**src/rtl/fetch_seq_ctrl.sv**
```systemverilog
// fetch_seq_ctrl: next-PC sequencer for the fetch stage.
//   Turns ID-stage control-flow events into a PC-load enable and a 2-bit
//   next-PC select. It also owns the return-address stack that supplies
//   pop_addr, and raises a one-cycle flush on every redirect.
//
// Parameters:
//   ADDR_W     instruction address width
//   RAS_DEPTH  return-address stack entries (power of 2, >= 2)
//
// Ports:
//   clk, rst        clock; synchronous active-low reset
//   stall           hold PC and ignore ID events this cycle
//   halt, resume    enter / leave HALT
//   br_taken, jmp, call, ret, ret_addr   ID control-flow events
//   ld_pc           PC load enable
//   inst_sel        0=PC+1, 1=branch target, 2=pop_addr, 3=jump target
//   pop_addr        current RAS top (0 when empty)
//   flush           squash the IF/ID instruction (redirect cycle)
//   ras_cnt         RAS occupancy
//   halted          high while in HALT
//   ras_err         (RAS_TRAP_EN only) sticky RAS overflow/underflow flag
//
// Build option: define RAS_TRAP_EN to trap on RAS overflow/underflow
// instead of overwriting the oldest entry / redirecting to address 0.
module fetch_seq_ctrl #(
    parameter int unsigned ADDR_W    = 12,
    parameter int unsigned RAS_DEPTH = 8
) (
    input  logic                         clk,
    input  logic                         rst,
    input  logic                         stall,
    input  logic                         halt,
    input  logic                         resume,
    input  logic                         br_taken,
    input  logic                         jmp,
    input  logic                         call,
    input  logic                         ret,
    input  logic [ADDR_W-1:0]            ret_addr,
    output logic                         ld_pc,
    output logic [1:0]                   inst_sel,
    output logic [ADDR_W-1:0]            pop_addr,
    output logic                         flush,
    output logic [$clog2(RAS_DEPTH):0]   ras_cnt,
    output logic                         halted
`ifdef RAS_TRAP_EN
    ,output logic                        ras_err
`endif
);

    localparam int unsigned PTR_W = $clog2(RAS_DEPTH);
    localparam int unsigned CNT_W = PTR_W + 1;

    typedef enum logic [1:0] {
        S_RUN,
        S_SQUASH,
        S_HALT
    } state_t;

    state_t state, state_nxt;

    logic [ADDR_W-1:0] ras_mem [RAS_DEPTH];
    logic [PTR_W-1:0]  sp;        // next write slot; top is sp-1
    logic [PTR_W-1:0]  top_idx;
    logic [CNT_W-1:0]  cnt;
    logic              ras_empty;
    logic              ras_full;
    logic              mem_we;

    logic              ld_c;
    logic [1:0]        sel_c;
    logic              flush_c;
    logic              do_push;
    logic              do_pop;
`ifdef RAS_TRAP_EN
    logic              trap_set;
    logic              err;
`endif

    assign top_idx   = sp - 1'b1;
    assign ras_empty = (cnt == '0);
    assign ras_full  = (cnt == CNT_W'(RAS_DEPTH));

    always_comb begin
        state_nxt = state;
        ld_c      = 1'b0;
        sel_c     = 2'd0;
        flush_c   = 1'b0;
        do_push   = 1'b0;
        do_pop    = 1'b0;
`ifdef RAS_TRAP_EN
        trap_set  = 1'b0;
`endif
        case (state)
            S_RUN: begin
                if (!stall) begin
                    if (halt) begin
                        state_nxt = S_HALT;
                    end else if (ret) begin
`ifdef RAS_TRAP_EN
                        if (ras_empty) begin
                            trap_set  = 1'b1;
                            state_nxt = S_HALT;
                        end else
`endif
                        begin
                            ld_c      = 1'b1;
                            sel_c     = 2'd2;
                            flush_c   = 1'b1;
                            do_pop    = 1'b1;
                            state_nxt = S_SQUASH;
                        end
                    end else if (call) begin
                        ld_c      = 1'b1;
                        sel_c     = 2'd3;
                        flush_c   = 1'b1;
                        do_push   = 1'b1;
                        state_nxt = S_SQUASH;
                    end else if (jmp) begin
                        ld_c      = 1'b1;
                        sel_c     = 2'd3;
                        flush_c   = 1'b1;
                        state_nxt = S_SQUASH;
                    end else if (br_taken) begin
                        ld_c      = 1'b1;
                        sel_c     = 2'd1;
                        flush_c   = 1'b1;
                        state_nxt = S_SQUASH;
                    end else begin
                        ld_c = 1'b1;
                    end
                end
            end
            S_SQUASH: begin
                ld_c      = !stall;
                state_nxt = S_RUN;
            end
            S_HALT: begin
                if (resume) state_nxt = S_RUN;
            end
            default: state_nxt = S_RUN;
        endcase
    end

    // Outputs are forced quiet while reset is asserted, even before the
    // first reset edge has cleared the registers.
    assign ld_pc    = rst && ld_c;
    assign inst_sel = rst ? sel_c : 2'd0;
    assign flush    = rst && flush_c;
    assign halted   = rst && (state == S_HALT);
    assign pop_addr = (rst && !ras_empty) ? ras_mem[top_idx] : '0;
    assign ras_cnt  = cnt;

`ifdef RAS_TRAP_EN
    assign mem_we  = rst && do_push && !ras_full;
    assign ras_err = err;
`else
    // Writing at sp when full lands on the oldest entry, so the circular
    // buffer overwrites it without extra logic.
    assign mem_we  = rst && do_push;
`endif

    always_ff @(posedge clk) begin
        if (mem_we) ras_mem[sp] <= ret_addr;
    end

    always_ff @(posedge clk) begin
        if (!rst) begin
            state <= S_RUN;
            sp    <= '0;
            cnt   <= '0;
`ifdef RAS_TRAP_EN
            err   <= 1'b0;
`endif
        end else begin
            state <= state_nxt;
            if (do_push) begin
`ifdef RAS_TRAP_EN
                if (ras_full) begin
                    err <= 1'b1;
                end else begin
                    sp  <= sp + 1'b1;
                    cnt <= cnt + 1'b1;
                end
`else
                sp <= sp + 1'b1;
                if (!ras_full) cnt <= cnt + 1'b1;
`endif
            end else if (do_pop && !ras_empty) begin
                sp  <= sp - 1'b1;
                cnt <= cnt - 1'b1;
            end
`ifdef RAS_TRAP_EN
            if (trap_set) err <= 1'b1;
`endif
        end
    end

endmodule

```
**config.mk**
```make
export PLATFORM = sky130hd
export DESIGN_NAME = fetch_seq_ctrl
export DESIGN_NICKNAME = d
export VERILOG_FILES = /design/src/rtl/fetch_seq_ctrl.sv
export SDC_FILE = /design/constraint.sdc
export NUM_CORES = 1
export LEC_CHECK = 0
export ABC_CLOCK_PERIOD_IN_PS = 3600
export CORE_MARGIN = 3
export CORE_UTILIZATION = 56
export CTS_CLUSTER_DIAMETER = 120
export CTS_CLUSTER_SIZE = 25
export DETAILED_ROUTE_END_ITERATION = 8
export PLACE_DENSITY = 0.78
export SYNTH_ARGS = -nofsm -noshare
export SYNTH_HDL_FRONTEND = slang
export SYNTH_SLANG_ARGS = --single-unit
export TNS_END_PERCENT = 10
```
**constraint.sdc**
```tcl
create_clock -name clk -period 3.6 [get_ports clk]
set_input_delay 0.54 -clock clk [delete_from_list [all_inputs] [get_ports clk]]
set_output_delay 0.54 -clock clk [all_outputs]
set_load 0.01 [all_outputs]
```
Word level (Yosys, flattened, before mapping). Memories as Yosys holds them, arrays and structs flattened. Cells that the tools add are included.

$add $sub $neg: 4. Reductions and logical operators: 13. Muxes and demuxes: 43. Equal/unequal tests: 7.

Operators by type and width (number): $mux W2 (14); $mux W1 (21); $mux W12 (1); $mux W4 (3); $logic_and A1 B1 Y1 (6); $mux W3 (2); $ne A2 B2 Y1 const B (3); $ne A6 B6 Y1 const B (1); $add A4 B1 Y4 const B (1); $eq A4 B4 Y1 const B (1); $logic_not A4 Y1 (1); $pmux W2 S2 (1); $sub A4 B1 Y4 const B (1); $add A3 B1 Y3 const B (1); $reduce_and A3 Y1 (1); $sub A3 B1 Y3 const B (1); $eq A2 B1 Y1 const B (1); $eq A2 B2 Y1 const B (1); $logic_not A1 Y1 (2); $logic_not A2 Y1 (1); $pmux W1 S2 (1); $reduce_and A2 Y1 (1); $reduce_bool A2 Y1 (1).

Input bits: 21. Word-level logic and storage cells: 71. Output and inout port bits: 21. Memory bits (writable): 96. Memories kept: 1. Register bits: 9.

Memory list: ras_mem (words 8, width 12, rd ports 1, clocked after Yosys merged registers in 0, wr ports 1, line 61) `logic [ADDR_W-1:0] ras_mem [RAS_DEPTH];`.

Longest topological paths before layout.
Depth after elaboration: 8. Gate-level depth with buffers: 9. Depth with buffers taken out: 8.

Least setup slack after synthesis. Ideal clock, no wire load.

Path kind: reg2out. Start point: register sp[0]. End point: output port pop_addr[10]. Cell stages (with the launch flop): 10. Data required time: 3.060 ns. Path buffers: 4. Path slack: 0.711 ns. Arrival time: 2.349 ns. Cells stage by stage: dfxtp_1 > buf_2 > buf_2 > inv_1 > ha_1 > clkbuf_1 > buf_1 > mux4_2 > nand2_1 > a21oi_1.

Word-level cells in the longest chain between the ends: 3.

Ends and longest elaborated chain: start: declaration (line 62) `logic [PTR_W-1:0] sp;`; start signal: assignment (line 185) `sp <= sp + 1'b1;`; start signal: assignment (line 189) `sp <= sp - 1'b1;`; $sub A3 B1 Y3 (line 79) `assign top_idx = sp - 1'b1;`; $mem_v2 Z8 W12; $mux W12 (line 150) `assign pop_addr = (rst && !ras_empty) ? ras_mem[top_idx] : '0;`; end: declaration (line 41) `output logic [ADDR_W-1:0] pop_addr,`.

No other way between the ends.

Worst setup path in the final report.
Start point: register sp[1]. End point: output port pop_addr[4].

Same word-level chain as after synthesis.

==> impl_metrics.prom <==
# TYPE chip_impl_metric gauge
chip_impl_info{name="run_status",value="finished, final reports clean"} 1
chip_impl_info{name="critical_path_type",value="flop to output pin"} 1
chip_impl_metric{name="timing.critical_path.required",unit="ns"} 3.06
chip_impl_metric{name="max_clock_freq",unit="GHz"} 0.314
chip_impl_metric{name="cap_viol_max_count",unit=""} 0
chip_impl_info{name="critPathSlowestCell",value="clkdlybuf4s50_1"} 1
chip_impl_metric{name="first_iter_violations",unit=""} 230
chip_impl_metric{name="synthArstFlopShare",unit="%"} 0
chip_impl_metric{name="worst_setup_hold_path_clk_slew",unit="ns"} 0.09
chip_impl_metric{name="final_nets",unit=""} 346
chip_impl_metric{name="post_synth.cell_area_avg",unit="um^2"} 16.3
chip_impl_metric{name="congestion_overflow_gr",unit=""} 0
chip_impl_metric{name="grt_max_degree",unit=""} 28
chip_impl_metric{name="final.period_utilization",unit="%"} 88.4
chip_impl_metric{name="n_antenna_cell",unit=""} 0
chip_impl_info{name="clock_tree_from_tritoncts",value="done"} 1
chip_impl_info{name="ys_dominant_reg_cell",value="edfxtp_1"} 1
chip_impl_info{name="setup.worst_path.end_class",value="output pin"} 1
chip_impl_info{name="regToRegEndpoint",value="ras_cnt[3]"} 1
chip_impl_metric{name="drt-pass1-iter-count",unit=""} 5
chip_impl_metric{name="slew_limit_fails",unit=""} 0
chip_impl_metric{name="track_usage",unit="%"} 21.6
chip_impl_metric{name="cellLeakagePower",unit="nW"} 1.62
chip_impl_metric{name="timing.clock.skew",unit="ns"} 0.0116
chip_impl_metric{name="floorplan.die.width",unit="um"} 94.1
chip_impl_metric{name="postSynthCellCount",unit=""} 267
chip_impl_metric{name="fin_ws",unit="ns"} 0.418
chip_impl_metric{name="synth.net_count",unit=""} 292
chip_impl_metric{name="power_density",unit="nW/um^2"} 441
chip_impl_info{name="reg2reg_from",value="state[1]"} 1
chip_impl_info{name="start_kind",value="flop"} 1
chip_impl_metric{name="antenna_violating_nets_post_route",unit=""} 0
chip_impl_metric{name="rows",unit=""} 31
chip_impl_metric{name="hold_depth",unit=""} 1
chip_impl_metric{name="clock_path_buffers",unit=""} 2
chip_impl_metric{name="yosys_register_bits",unit=""} 105
chip_impl_metric{name="floorplan.initialDensity",unit="%"} 58.7
chip_impl_info{name="hold_path_end",value="state[1]"} 1
chip_impl_metric{name="report.power.total",unit="mW"} 2.25
chip_impl_metric{name="grt_pass1_wl",unit="mm"} 13.8
chip_impl_info{name="crit_chain",value="inv_1 > ha_1 > xnor2_1 > buf_4 > nand2_1 > a21oi_1 > clkdlybuf4s50_1"} 1
chip_impl_metric{name="synth_sequential_area_ratio",unit="%"} 70.4
chip_impl_metric{name="cts.sink_count",unit=""} 105
chip_impl_metric{name="proportion_of_layout_cells_with_a_drive_suffix_above_1",unit="%"} 18.8
chip_impl_info{name="setup_repair_after_global_routing_missed_its_margin",value="no"} 1
chip_impl_metric{name="irDropWorstVdd",unit="mV"} 0.359
chip_impl_metric{name="hold_viol_final",unit=""} 0
chip_impl_metric{name="yosysWarningCount",unit=""} 0
chip_impl_metric{name="dp_slack",unit="ns"} 0.627
chip_impl_metric{name="finalCoreUtilization",unit="%"} 69.0
chip_impl_metric{name="synthesis.area",unit="um^2"} 4350
chip_impl_info{name="root_buffer",value="clkbuf_8"} 1
chip_impl_metric{name="core_area",unit="um^2"} 7410
chip_impl_metric{name="clk_latency",unit="ns"} 0.36
chip_impl_metric{name="dr_total_vias",unit=""} 2562
chip_impl_metric{name="netlist-cell-type-count",unit=""} 39
chip_impl_metric{name="io_buffer_count",unit=""} 41
chip_impl_metric{name="finalSetupViolations",unit=""} 0
chip_impl_metric{name="postCtsResizedCells",unit=""} 0
chip_impl_metric{name="ios",unit=""} 42
chip_impl_metric{name="via_per_inst",unit=""} 6.04
chip_impl_metric{name="timing.reg2reg.worst_path_depth",unit=""} 8
chip_impl_metric{name="drt-total-wl",unit="mm"} 8.69
chip_impl_metric{name="timing.critical_path.fanout_max",unit=""} 9
chip_impl_metric{name="timing.critical_path.slowest_cell_delay",unit="ns"} 0.57
chip_impl_metric{name="worst-r2r-setup-slack",unit="ns"} 1.39
chip_impl_metric{name="first_global_vias",unit=""} 2553
chip_impl_metric{name="post-dp-hpwl",unit="mm"} 5.66
chip_impl_metric{name="syn_to_final_growth",unit="%"} 17.5
chip_impl_metric{name="nFillCells",unit=""} 500
chip_impl_metric{name="cts_buffers",unit=""} 9
chip_impl_metric{name="setup_total_negative_slack",unit="ns"} 0
chip_impl_metric{name="cp_arrival",unit="ns"} 2.64
chip_impl_metric{name="antenna_violations_before_repair",unit=""} 0
chip_impl_metric{name="dieArea",unit="um^2"} 8860
chip_impl_metric{name="routed_wire_length_per_instance",unit="um"} 20.5
chip_impl_metric{name="worst_pin_slew",unit="ns"} 0.589
chip_impl_metric{name="route.detailed.drc",unit=""} 0
chip_impl_metric{name="cts_setup_buffers",unit=""} 0
chip_impl_metric{name="ctsHoldBuffers",unit=""} 0
chip_impl_metric{name="synth_enable_flop_cells",unit=""} 96
chip_impl_metric{name="place_congestion",unit=""} 0.830
chip_impl_info{name="source_of_the_worst_hold_timing_path",value="state[0]"} 1
chip_impl_metric{name="max-slew-margin-rel",unit="%"} 60.7
chip_impl_metric{name="hold_ws",unit="ns"} 0.492
chip_impl_info{name="holdCritPathClass",value="flop to flop"} 1
chip_impl_metric{name="final.min_clock_period",unit="ns"} 3.18
chip_impl_metric{name="die_height",unit="um"} 94.1
chip_impl_metric{name="h-tree-depth",unit=""} 3
==> worst max-delay path, delay by kind of cell, from the launching register on <==
family,cells,cell delay [ns]
buf+inv,3,0.94
simple gates,1,0.07
compound gates,1,0.15
fa+ha+maj,1,0.25
xor+xnor,1,0.40
flops,1,0.48
==> layout make-up <==
class	count	area, um^2	share of cell area [%]
sequential	105	3060	59.9
multi-input combinational	143	1210	23.7
timing repair buffer	56	523	10.2
clock buffer	9	124	2.42
tap	99	124	2.42
clock inverter	6	42.5	0.832
inverter	6	22.5	0.441
==> worst max path at each step <==
stage | startpoint | endpoint | slack, ns | cells past startpoint
after global placement | rst | pop_addr[2] | 0.64 | 4
after floorplan | sp[0] | pop_addr[10] | 0.71 | 9
final | sp[1] | pop_addr[4] | 0.42 | 7
after global routing | sp[1] | pop_addr[10] | 0.23 | 7
after detailed placement | ret | ras_cnt[3] | 0.63 | 8
after CTS | sp[1] | pop_addr[4] | 0.37 | 7
==> cell usage after synthesis, types with 2 or more instances <==
cell type | number | area (um^2)
edfxtp_1 | 96 | 2880
nand2_1 | 30 | 113
mux4_2 | 24 | 541
a21oi_1 | 22 | 110
nor2_1 | 11 | 41.3
dfxtp_1 | 9 | 180
nor3_1 | 8 | 40.0
clkbuf_1 | 7 | 26.3
inv_1 | 6 | 22.5
ha_1 | 4 | 50.1
nand3_1 | 4 | 20.0
nand4_1 | 4 | 25.0
o21ai_0 | 4 | 20.0
buf_2 | 3 | 15.0
nor4_1 | 3 | 18.8
a21o_1 | 2 | 15.0
a31oi_1 | 2 | 12.5
nand2b_1 | 2 | 12.5
nor3b_1 | 2 | 15.0
o21a_1 | 2 | 15.0
or4_1 | 2 | 15.0
xnor2_1 | 2 | 17.5
xor2_1 | 2 | 17.5
==> layer usage <==
metal  vias to the layer above  routed length, um  global-route usage, %
li1                       1162                  -                      -
met1                      1307               3770                   30.1
met2                        85               4410                   35.3
met3                         8                416                   3.29
met4                         0                 95                   7.10
met5                         -                  0                      0
==> power breakdown <==
group | internal, mW | switching, mW | leakage (nW)
registers | 1.34 | 0.0103 | 0.937
clock network | 0.250 | 0.385 | 0.0819
logic | 0.130 | 0.141 | 0.600
==> state kept, by name (all words and copies together) (netlist names) <==
signal,flops
ras_mem,96
ras_cnt,4
state,2
sp,3
==> through the flow <==
stage | instance area (um^2) | instances
after floorplan | 4350 | 267
after global placement | 4950 | 409
after detailed placement | 4950 | 409
after CTS | 5110 | 424
after global routing | 5110 | 424
final | 5110 | 424
==> placed cells by master, fill, tap and decap left out, drive strengths merged <==
master and count:
a211oi 2, clkinvlp 2, inv 8, or3 2, o211ai 1, clkbuf 9, xnor2 2, and2 1
a21o 2, nand3 4, o31ai 1, nand4 4, or4b 1, clkinv 2, dfxtp 9, a31oi 2
o21ai 4, nand2 30, xor2 2, mux4 24, a2111oi 1, nand2b 2, ha 4, nor2 11
nand3b 1, a21oi 22, o21a 2, and3 1, nor3 8, or4 2, clkdlybuf4s50 41, nor3b 2
o2bb2ai 1, edfxtp 96, nor2b 1, nor4 3, buf 15
==> logic make-up (layout without fill, tap and decap cells) <==
family / Yosys count / in the layout / synth area share [%]
xor gates and xnor gates: 4 / 4 / 0.806
DFF: 105 / 105 / 70.4
and+or+nand+nor: 73 / 73 / 8.08
buffers and inverters: 19 / 77 / 1.93
adders and majority gates: 4 / 4 / 1.15
muxes: 24 / 24 / 12.4
AOI/OAI and AO/OA: 38 / 38 / 5.18
Note: power is estimated with default switching activity, not from simulation.
